### src/rtl/ifft_ctrl_pkg.sv
// rtl/ifft_ctrl_pkg.sv - shared types and offset arithmetic for the SDF IFFT frame controller
//
// Contents:
//   state_t            controller state encoding (IDLE=0, LOAD=1, DRAIN=2)
//   stage_off(s, ...)  timeline offset at which stage s (1-based) starts its twiddle walk
//   total_lat(...)     timeline value of the first valid pipeline output sample
package ifft_ctrl_pkg;

   typedef enum logic [1:0] {
      IDLE  = 2'd0,
      LOAD  = 2'd1,
      DRAIN = 2'd2
   } state_t;

   // Stage s sees its first sample once all earlier delay lines (N/2, N/4, ...)
   // are full, plus the extra register latency of every stage in front of it.
   function automatic int stage_off(input int s, input int nfft, input int stage_lat);
      return (nfft - (nfft >> (s - 1))) + (s - 1) * stage_lat;
   endfunction

   function automatic int total_lat(input int nfft, input int stage_lat);
      return (nfft - 1) + $clog2(nfft) * stage_lat;
   endfunction

endpackage

### src/rtl/ifft_stage_start_dec.sv
// rtl/ifft_stage_start_dec.sv - per-stage twiddle-activation pulse decoder
//
// Ports:
//   clk, rst          clock, asynchronous active-low reset
//   active_next       controller will be in LOAD or DRAIN next cycle
//   t_next            timeline counter value for next cycle
//   first             first sample of a frame is being accepted this cycle
//   stage_start       bit s-1 pulses for one cycle at timeline value OFF(s)
module ifft_stage_start_dec
   import ifft_ctrl_pkg::*;
#(
   parameter int NFFT      = 128,
   parameter int STAGE_LAT = 1,
   parameter int LOG2N     = 7,
   parameter int TW        = 10
) (
   input  logic             clk,
   input  logic             rst,
   input  logic             active_next,
   input  logic [TW-1:0]    t_next,
   input  logic             first,
   output logic [LOG2N-1:0] stage_start
);

   for (genvar s = 0; s < LOG2N; s++) begin : g_stage
      localparam int OFF = stage_off(s + 1, NFFT, STAGE_LAT);
      if (OFF == 0) begin : g_first
         // Offset zero coincides with the accepting cycle itself, which cannot
         // be known a cycle early, so this bit follows the acceptance directly.
         assign stage_start[s] = first;
      end else begin : g_reg
         logic pulse;
         // Compare against next cycle's timeline so the registered pulse lands
         // exactly in the cycle whose timeline value equals the offset.
         always_ff @(posedge clk or negedge rst) begin
            if (!rst) begin
               pulse <= 1'b0;
            end else begin
               pulse <= active_next && (t_next == TW'(OFF));
            end
         end
         assign stage_start[s] = pulse;
      end
   end

endmodule

### src/rtl/ifft_sdf_frame_ctrl.sv
// rtl/ifft_sdf_frame_ctrl.sv - frame sequencer for the SDF IFFT stage chain
//
// Optional feature macro: IFFT_FRAME_CNT_EN (adds 16-bit frame_count output)
//
// Ports:
//   clk, rst        clock, asynchronous active-low reset
//   frame_count     completed-frame counter (only with IFFT_FRAME_CNT_EN)
//   in_valid        input sample present
//   in_ready        controller accepts samples (IDLE or LOAD)
//   stage_start     one-cycle twiddle-activation pulse per stage
//   pipe_busy       frame in flight (LOAD or DRAIN)
//   out_valid       pipeline output sample valid
//   frame_done      pulse on the last valid output sample
//   err_underrun    pulse the cycle after in_valid dropped during LOAD
//
// Timeline: the cycle accepting the first sample is t=0; the counter holds
// the cycle index from then on. All pulse outputs are registered from the
// next-cycle state/counter so they align with the timeline value they name.
module ifft_sdf_frame_ctrl
   import ifft_ctrl_pkg::*;
#(
   parameter int   NFFT      = 128,
   parameter int   STAGE_LAT = 1,
   localparam int  LOG2N     = $clog2(NFFT)
) (
   input  logic             clk,
   input  logic             rst,
`ifdef IFFT_FRAME_CNT_EN
   output logic [15:0]      frame_count,
`endif
   input  logic             in_valid,
   output logic             in_ready,
   output logic [LOG2N-1:0] stage_start,
   output logic             pipe_busy,
   output logic             out_valid,
   output logic             frame_done,
   output logic             err_underrun
);

   localparam int TOTAL_LAT = total_lat(NFFT, STAGE_LAT);
   localparam int LAST_T    = TOTAL_LAT + NFFT - 1;
   localparam int TW        = $clog2(TOTAL_LAT + NFFT) + 1;

   state_t          state;
   state_t          state_nxt;
   logic [TW-1:0]   t;
   logic [TW-1:0]   t_nxt;
   logic            underrun_nxt;
   logic            active_nxt;
   logic            ov_nxt;
   logic            fd_nxt;
   logic            first;

   assign in_ready  = (state != DRAIN);
   assign pipe_busy = (state != IDLE);
   // Gated by rst so no pulse escapes while reset is held.
   assign first     = rst && (state == IDLE) && in_valid;

   always_comb begin
      state_nxt    = state;
      t_nxt        = t;
      underrun_nxt = 1'b0;
      case (state)
         IDLE: begin
            if (in_valid) begin
               state_nxt = LOAD;
               t_nxt     = TW'(1);
            end else begin
               t_nxt     = '0;
            end
         end
         LOAD: begin
            if (!in_valid) begin
               state_nxt    = IDLE;
               t_nxt        = '0;
               underrun_nxt = 1'b1;
            end else begin
               t_nxt = t + TW'(1);
               if (t == TW'(NFFT - 1)) begin
                  state_nxt = DRAIN;
               end
            end
         end
         DRAIN: begin
            if (t == TW'(LAST_T)) begin
               state_nxt = IDLE;
               t_nxt     = '0;
            end else begin
               t_nxt = t + TW'(1);
            end
         end
         default: begin
            state_nxt = IDLE;
            t_nxt     = '0;
         end
      endcase
      active_nxt = (state_nxt != IDLE);
      ov_nxt     = active_nxt && (t_nxt >= TW'(TOTAL_LAT)) && (t_nxt <= TW'(LAST_T));
      fd_nxt     = active_nxt && (t_nxt == TW'(LAST_T));
   end

   always_ff @(posedge clk or negedge rst) begin
      if (!rst) begin
         state        <= IDLE;
         t            <= '0;
         out_valid    <= 1'b0;
         frame_done   <= 1'b0;
         err_underrun <= 1'b0;
      end else begin
         state        <= state_nxt;
         t            <= t_nxt;
         out_valid    <= ov_nxt;
         frame_done   <= fd_nxt;
         err_underrun <= underrun_nxt;
      end
   end

`ifdef IFFT_FRAME_CNT_EN
   always_ff @(posedge clk or negedge rst) begin
      if (!rst) begin
         frame_count <= '0;
      end else if (fd_nxt) begin
         frame_count <= frame_count + 16'd1;
      end
   end
`endif

   ifft_stage_start_dec #(
      .NFFT      (NFFT),
      .STAGE_LAT (STAGE_LAT),
      .LOG2N     (LOG2N),
      .TW        (TW)
   ) u_dec (
      .clk         (clk),
      .rst         (rst),
      .active_next (active_nxt),
      .t_next      (t_nxt),
      .first       (first),
      .stage_start (stage_start)
   );

endmodule

### config.mk
export PLATFORM = sky130hd
export DESIGN_NAME = ifft_sdf_frame_ctrl
export DESIGN_NICKNAME = d
export VERILOG_FILES = /design/src/rtl/ifft_ctrl_pkg.sv /design/src/rtl/ifft_stage_start_dec.sv /design/src/rtl/ifft_sdf_frame_ctrl.sv
export SDC_FILE = /design/constraint.sdc
export NUM_CORES = 1
export LEC_CHECK = 0
export CAP_MARGIN = 15
export CELL_PAD_IN_SITES_DETAIL_PLACEMENT = 1
export CELL_PAD_IN_SITES_GLOBAL_PLACEMENT = 2
export CORE_MARGIN = 2
export CORE_UTILIZATION = 36
export DETAILED_ROUTE_END_ITERATION = 8
export GPL_ROUTABILITY_DRIVEN = 1
export PLACE_DENSITY_LB_ADDON = 0.1
export RECOVER_POWER = 100
export SYNTH_ARGS = -nofsm -noshare
export SYNTH_HDL_FRONTEND = slang
export SYNTH_SLANG_ARGS = --single-unit
### constraint.sdc
create_clock -name clk -period 3.8 [get_ports clk]
set_input_delay 1.14 -clock clk [delete_from_list [all_inputs] [get_ports clk]]
set_output_delay 1.14 -clock clk [all_outputs]
set_load 0.05 [all_outputs]
# Word level (Yosys, flattened, before mapping)
# Index checks and enable logic that the tools add are counted.
[word_totals] wordCells=51 output_inout_bits=12 inputBits=3 regBits=21
[op_classes] n_mux=11 n_addsub=1 n_lt_le_gt_ge=2 reduce_logical=14 n_eq_ne=12
[op_table] operator="10-bit by 7-bit == test with 1-bit output (second input constant)" n=5
[op_table] operator="10-bit one-hot mux with 3 select lines" n=1
[op_table] operator="10-bit by 8-bit == test with 1-bit output (second input constant)" n=2
[op_table] operator="10-bit by 9-bit == test with 1-bit output (second input constant)" n=2
[op_table] operator="10-bit two-way mux" n=2
[op_table] operator="1-bit logical AND" n=11
[op_table] operator="10-bit by 1-bit adder with 10-bit output (second input constant)" n=1
[op_table] operator="10-bit by 8-bit >= comparator with 1-bit output (second input constant)" n=1
[op_table] operator="10-bit by 9-bit <= comparator with 1-bit output (second input constant)" n=1
[op_table] operator="2-bit two-way mux" n=4
[op_table] operator="2-bit one-hot mux with 3 select lines" n=1
[op_table] operator="2-bit nonzero test" n=2
[op_table] operator="1-bit two-way mux" n=3
[op_table] operator="2-bit by 1-bit == test with 1-bit output (second input constant)" n=1
[op_table] operator="2-bit == test (second input constant)" n=1
[op_table] operator="2-bit zero test" n=1
[op_table] operator="2-bit != test (second input constant)" n=1

# Depth between registers and ports, before layout
# Gate-level depths: netlist of the first run.
[logic_depth] word_depth=7 ltp_mapped=8 depth_no_buf=7

# By module
# From an unflattened synthesis of the first run, not the netlist that was laid out.
[unflattened] cells_unflattened=113 hier_area_um2=1177.4
[modules_own_cells] module="ifft_sdf_frame_ctrl" cells_per_inst=84 seq_area_each_um2=375.4 area_each_um2=847.1 instances=1
[modules_own_cells] module="ifft_stage_start_dec" cells_per_inst=29 seq_area_each_um2=150.1 area_each_um2=330.3 instances=1

# Worst setup path after synthesis of the first run
# OpenSTA, ideal clock, no wires.
[synth_timing] path_type="input -> output" from="input in_valid" to="output stage_start[0]" t_required_ns=2.660 t_arrival_ns=1.670 stages=3 n_path_buf=1 setup_slack_ns=0.990 path_cell_list="nand2b_1 nor3b_1 buf_4"
[synth_via] elab_chain_len=1
[synth_rtl] item="start: declaration" line="ifft_sdf_frame_ctrl.sv:31" source="input logic in_valid,"
[synth_rtl] item="1-bit logical AND" line="ifft_sdf_frame_ctrl.sv:57" source="assign first = rst && (state == IDLE) && in_valid;"
[synth_rtl] item="end: declaration" line="ifft_sdf_frame_ctrl.sv:33" source="output logic [LOG2N-1:0] stage_start,"
# No other way between the ends.

# Worst setup path after layout of the first run
# Ends and elaborated chain as after synthesis.

==> results_tabular.tex, run 1 <==
\begin{tabular}{lr}
\hline
Metric & Value \\
\hline
\multicolumn{2}{l}{\textbf{Synth}} \\
Number of library cell types mapped by synthesis & 38 \\
Post-Synthesis Mean Instance Area & 9.51 sq um \\
FF+latch count, synth & 21 \\
Portion of the post-synthesis area used by sequential elements & between 40\% and 50\% \\
Cell area after synthesis & roughly 0.0012 sq mm \\
Number of synthesized flops with an enable pin & 0 \\
Synth top area cells & sky130\_fd\_sc\_hd\_\_dfrtp\_1 44\%, sky130\_fd\_sc\_hd\_\_nor2\_1 4.7\%, sky130\_fd\_sc\_hd\_\_buf\_4 4.4\% \\
Fraction of synthesis flops using an asynchronous set or reset pin & 100\% \\
Proportion of netlist area held by the largest area contributor & 43.8\% \\
Post-Synthesis Cells & 126 \\
Mapped Nets & 131 \\
Most instantiated flip-flop cell in the synthesis netlist & sky130\_fd\_sc\_hd\_\_dfrtp\_1 \\
Total number of yosys warnings & 0 \\
Cell taking the most area after synthesis & sky130\_fd\_sc\_hd\_\_dfrtp\_1 \\
\multicolumn{2}{l}{\textbf{Global routing}} \\
Global-route wire length before repair & about 4700 um \\
Global-route total usage across every layer & 17.5\% \\
Total congestion overflow & 0 \\
Number of global-route vias before repair & between 900 and 1,000 \\
Number of antenna violations at the first check in global routing & 0 \\
Pin count of the biggest net entering global routing & 22 \\
\multicolumn{2}{l}{\textbf{Floorplan}} \\
Die Outline Area & $\sim$0.0038 sq mm \\
Core region area & about 0.0031 sq mm \\
Floorplan die height & 61.7 um \\
Starting density of the core & 38.6\% \\
Width of the die & 61.7 um \\
Row Count & 20 \\
I/O pins & 15 \\
\multicolumn{2}{l}{\textbf{Layout}} \\
Fraction of layout cells with a size suffix above 1 & 8.09\% \\
Utilization after layout & 43.7\% \\
Layout-stage area growth over the synthesis result & 13.2\% \\
Number of antenna repair diodes & 0 \\
Final non-filler cell area & $\sim$0.0014 sq mm \\
Most common library cell in the layout ignoring fill and taps & sky130\_fd\_sc\_hd\_\_dfrtp\_1 \\
Commonest non-fill, non-tap cells in the layout & 21 x sky130\_fd\_sc\_hd\_\_dfrtp\_1, 15 x sky130\_fd\_sc\_hd\_\_nor2\_1, 13 x sky130\_fd\_sc\_hd\_\_dlygate4sd3\_1 \\
Post-route non-filler standard cell count & 180 \\
Layout net count & approximately 140 \\
\multicolumn{2}{l}{\textbf{Route}} \\
Wirelength per Cell & 15.1 um \\
DRC violation count after routing & 0 \\
Post-Route WL & 2730 um \\
Number of nets with antenna violations after detailed routing & 0 \\
DRT iter0 DRCs & 24 \\
Number of vias in the routed layout & around 940 \\
First-pass iteration count of the detailed router & 4 \\
Via-to-Cell Ratio & around 5.2 \\
\multicolumn{2}{l}{\textbf{Clocking}} \\
Clock input transition at the sequential cells of the worst setup and hold paths & 120 ps \\
Clock insertion delay at the later pin of the skew report & 310 ps \\
Post-cts sizing count & 0 \\
Clock net sink count & 21 \\
Number of buffers on the longest clock path & 2 \\
Number of hold buffers added after CTS & 0 \\
Number of CTS-inserted buffers & 3 \\
TritonCTS clock tree & yes \\
Clock root buffer & sky130\_fd\_sc\_hd\_\_clkbuf\_4 \\
Setup Fix Bufs, Post-CTS & 0 \\
Max H-tree Level & 1 \\
\multicolumn{2}{l}{\textbf{Run status}} \\
Outcome & finished, final reports clean \\
\multicolumn{2}{l}{\textbf{Setup path}} \\
FF-to-FF path depth & 6 \\
Endpoint kind of the worst setup timing path & output pin \\
Critical Path RT & $\sim$2700 ps \\
Arr. time, crit path & 2350 ps \\
CP startpoint kind & input pin \\
Max FO, Critical Path & 3 \\
Capture point of the worst reg-to-reg path & u\_dec.g\_stage[6].g\_reg.pulse \\
Critical Setup Path Class & input pin to output pin \\
Critical register-to-register path startpoint & t[0] \\
Setup slack on the worst flop-to-flop path & 1220 ps \\
\multicolumn{2}{l}{\textbf{Min path}} \\
Type of the worst min-delay path & flop to flop \\
Hold Path Origin & state[1] \\
Worst hold path cell count & 1 \\
Terminating pin of the worst hold path & err\_underrun \\
\multicolumn{2}{l}{\textbf{STA}} \\
Tightest slew margin relative to the limit & 24.1\% \\
Total negative slack & 0 ps \\
Final setup skew & 5.36 ps \\
Count of final hold-check violations & 0 \\
Fin crit period & 3490 ps \\
Worst-Margin Slew & approximately 1100 ps \\
Final setup viols & 0 \\
Number of pins with negative max-slew slack in the final report & 0 \\
Final critical-path share of the clock period & about nine tenths \\
RSZ-0062 raised after global routing & false \\
Maximum achievable frequency & 287 MHz \\
Minimum setup slack in the final design & between 300 and 400 ps \\
\multicolumn{2}{l}{\textbf{Pwr}} \\
Combinational fraction of design power & 10.5\% \\
Leakage power & 0.000577 uW \\
Fraction of power spent switching nets & roughly a quarter \\
Sequential group share of total power & between 60 and 70\% \\
Clock network power share & 29.0\% \\
Peak supply drop & 0.0929 mV \\
Net Sw Power & 101 uW \\
Internal power contribution & 281 uW \\
Power per cell area & 281 mW/mm\^{}2 \\
\multicolumn{2}{l}{\textbf{Placement}} \\
\# placed instances & 176 \\
Pre-CTS setup slack & 371 ps \\
Area post-placement & 0.00135 sq mm \\
Final Wtd Congestion & between 0.7 and 0.8 \\
Placed wire-length estimate & 2110 um \\
Quantity of I/O buffers inserted on ports & 14 \\
\multicolumn{2}{l}{\textbf{Flow run}} \\
Max-cap violation count & 0 \\
\hline
\end{tabular}
state kept, by name (all words and copies together) (netlist names):
register	cells
state	2
t	10
out_valid	1
u_dec.g_stage.g_reg.pulse	6
frame_done	1
err_underrun	1
per-layer routing:
metal / routed length [um] / global-route usage, % / share of wire (%) / vias up
met1: 1300 / 23.1 / 48 / 458
li1: - / - / - / 455
met4: 40 / 6.38 / 1.5 / 0
met3: 76 / 2.48 / 2.8 / 5
met2: 1310 / 29.3 / 48 / 17
met5: 0 / 0 / 0 / -
synth_stat cells (2+ instances only):
| cell | count |
|---|---|
| sky130_fd_sc_hd__a21oi_1 | 3 |
| sky130_fd_sc_hd__a31oi_1 | 2 |
| sky130_fd_sc_hd__buf_2 | 2 |
| sky130_fd_sc_hd__buf_4 | 7 |
| sky130_fd_sc_hd__dfrtp_1 | 21 |
| sky130_fd_sc_hd__ha_1 | 2 |
| sky130_fd_sc_hd__inv_1 | 5 |
| sky130_fd_sc_hd__nand2_1 | 10 |
| sky130_fd_sc_hd__nand2b_1 | 3 |
| sky130_fd_sc_hd__nand3_1 | 7 |
| sky130_fd_sc_hd__nand3b_1 | 3 |
| sky130_fd_sc_hd__nor2_1 | 15 |
| sky130_fd_sc_hd__nor2b_1 | 3 |
| sky130_fd_sc_hd__nor3_1 | 4 |
| sky130_fd_sc_hd__nor3b_1 | 2 |
| sky130_fd_sc_hd__nor4_1 | 3 |
| sky130_fd_sc_hd__o211ai_1 | 2 |
| sky130_fd_sc_hd__o21ai_0 | 3 |
| sky130_fd_sc_hd__or3_1 | 2 |
| sky130_fd_sc_hd__or4_1 | 3 |
| sky130_fd_sc_hd__xnor2_1 | 5 |
| sky130_fd_sc_hd__xor2_1 | 3 |
worst max path at each step:
stage               slack, ps     start        endpoint
finish                    310  in_valid  stage_start[0]
global route              230  in_valid  stage_start[0]
CTS                       370  in_valid  stage_start[0]
detailed placement        370  in_valid  stage_start[0]
global placement          410  in_valid  stage_start[0]
floorplan                 990  in_valid  stage_start[0]
cell type report:
| class | count | area, sq um |
|---|---|---|
| timing repair buffer | 17 | 161 |
| tap | 44 | 55.1 |
| multi-input combinational | 89 | 569 |
| clock buffer | 4 | 26.3 |
| fill | 387 | 1750 |
| inverter | 5 | 18.8 |
| sequential | 21 | 526 |
power by group through the flow:
stage / Clock, uW / Sequential [uW] / Combinational, uW
4_1_cts: 112 / 230 / 44.3
6_report: 111 / 230 / 40.2
3_3_place_gp: 0 / 234 / 43.7
5_1_grt: 130 / 231 / 44.5
2_1_floorplan: 0 / 236 / 23.6
3_5_place_dp: 0 / 235 / 44.2
worst max-delay path: stages:
cell	delay, ps
sky130_fd_sc_hd__dlygate4sd3_1	570
sky130_fd_sc_hd__nand2b_1	90
sky130_fd_sc_hd__nor3b_1	360
sky130_fd_sc_hd__buf_12	190
per-stage QoR:
step / total power, uW / hold WS, ps
5_1_grt: 406 / 538
3_5_place_dp: 279 / 491
6_report: 381 / 502
2_1_floorplan: 259 / 446
4_1_cts: 387 / 508
3_3_place_gp: 278 / 477
kinds of logic after synthesis:
logic type,share of synthesized area (%)
compound gates,9.08
xor+xnor,5.85
fa+ha+maj,2.09
buf+inv,8.14
flops,43.8
simple gates,31.0
Power figures use the tool's default switching activity.
==> inputs of run 2 (changes only) <==
--- a/config.mk
+++ b/config.mk
@@ -14,6 +14,7 @@
 export GPL_ROUTABILITY_DRIVEN = 1
 export PLACE_DENSITY_LB_ADDON = 0.1
 export RECOVER_POWER = 100
+export SLEW_MARGIN = 10
 export SYNTH_ARGS = -nofsm -noshare
 export SYNTH_HDL_FRONTEND = slang
 export SYNTH_SLANG_ARGS = --single-unit
==> results of run 2 <==
The final DEF is identical to that of run 1; final timing and power are the same.
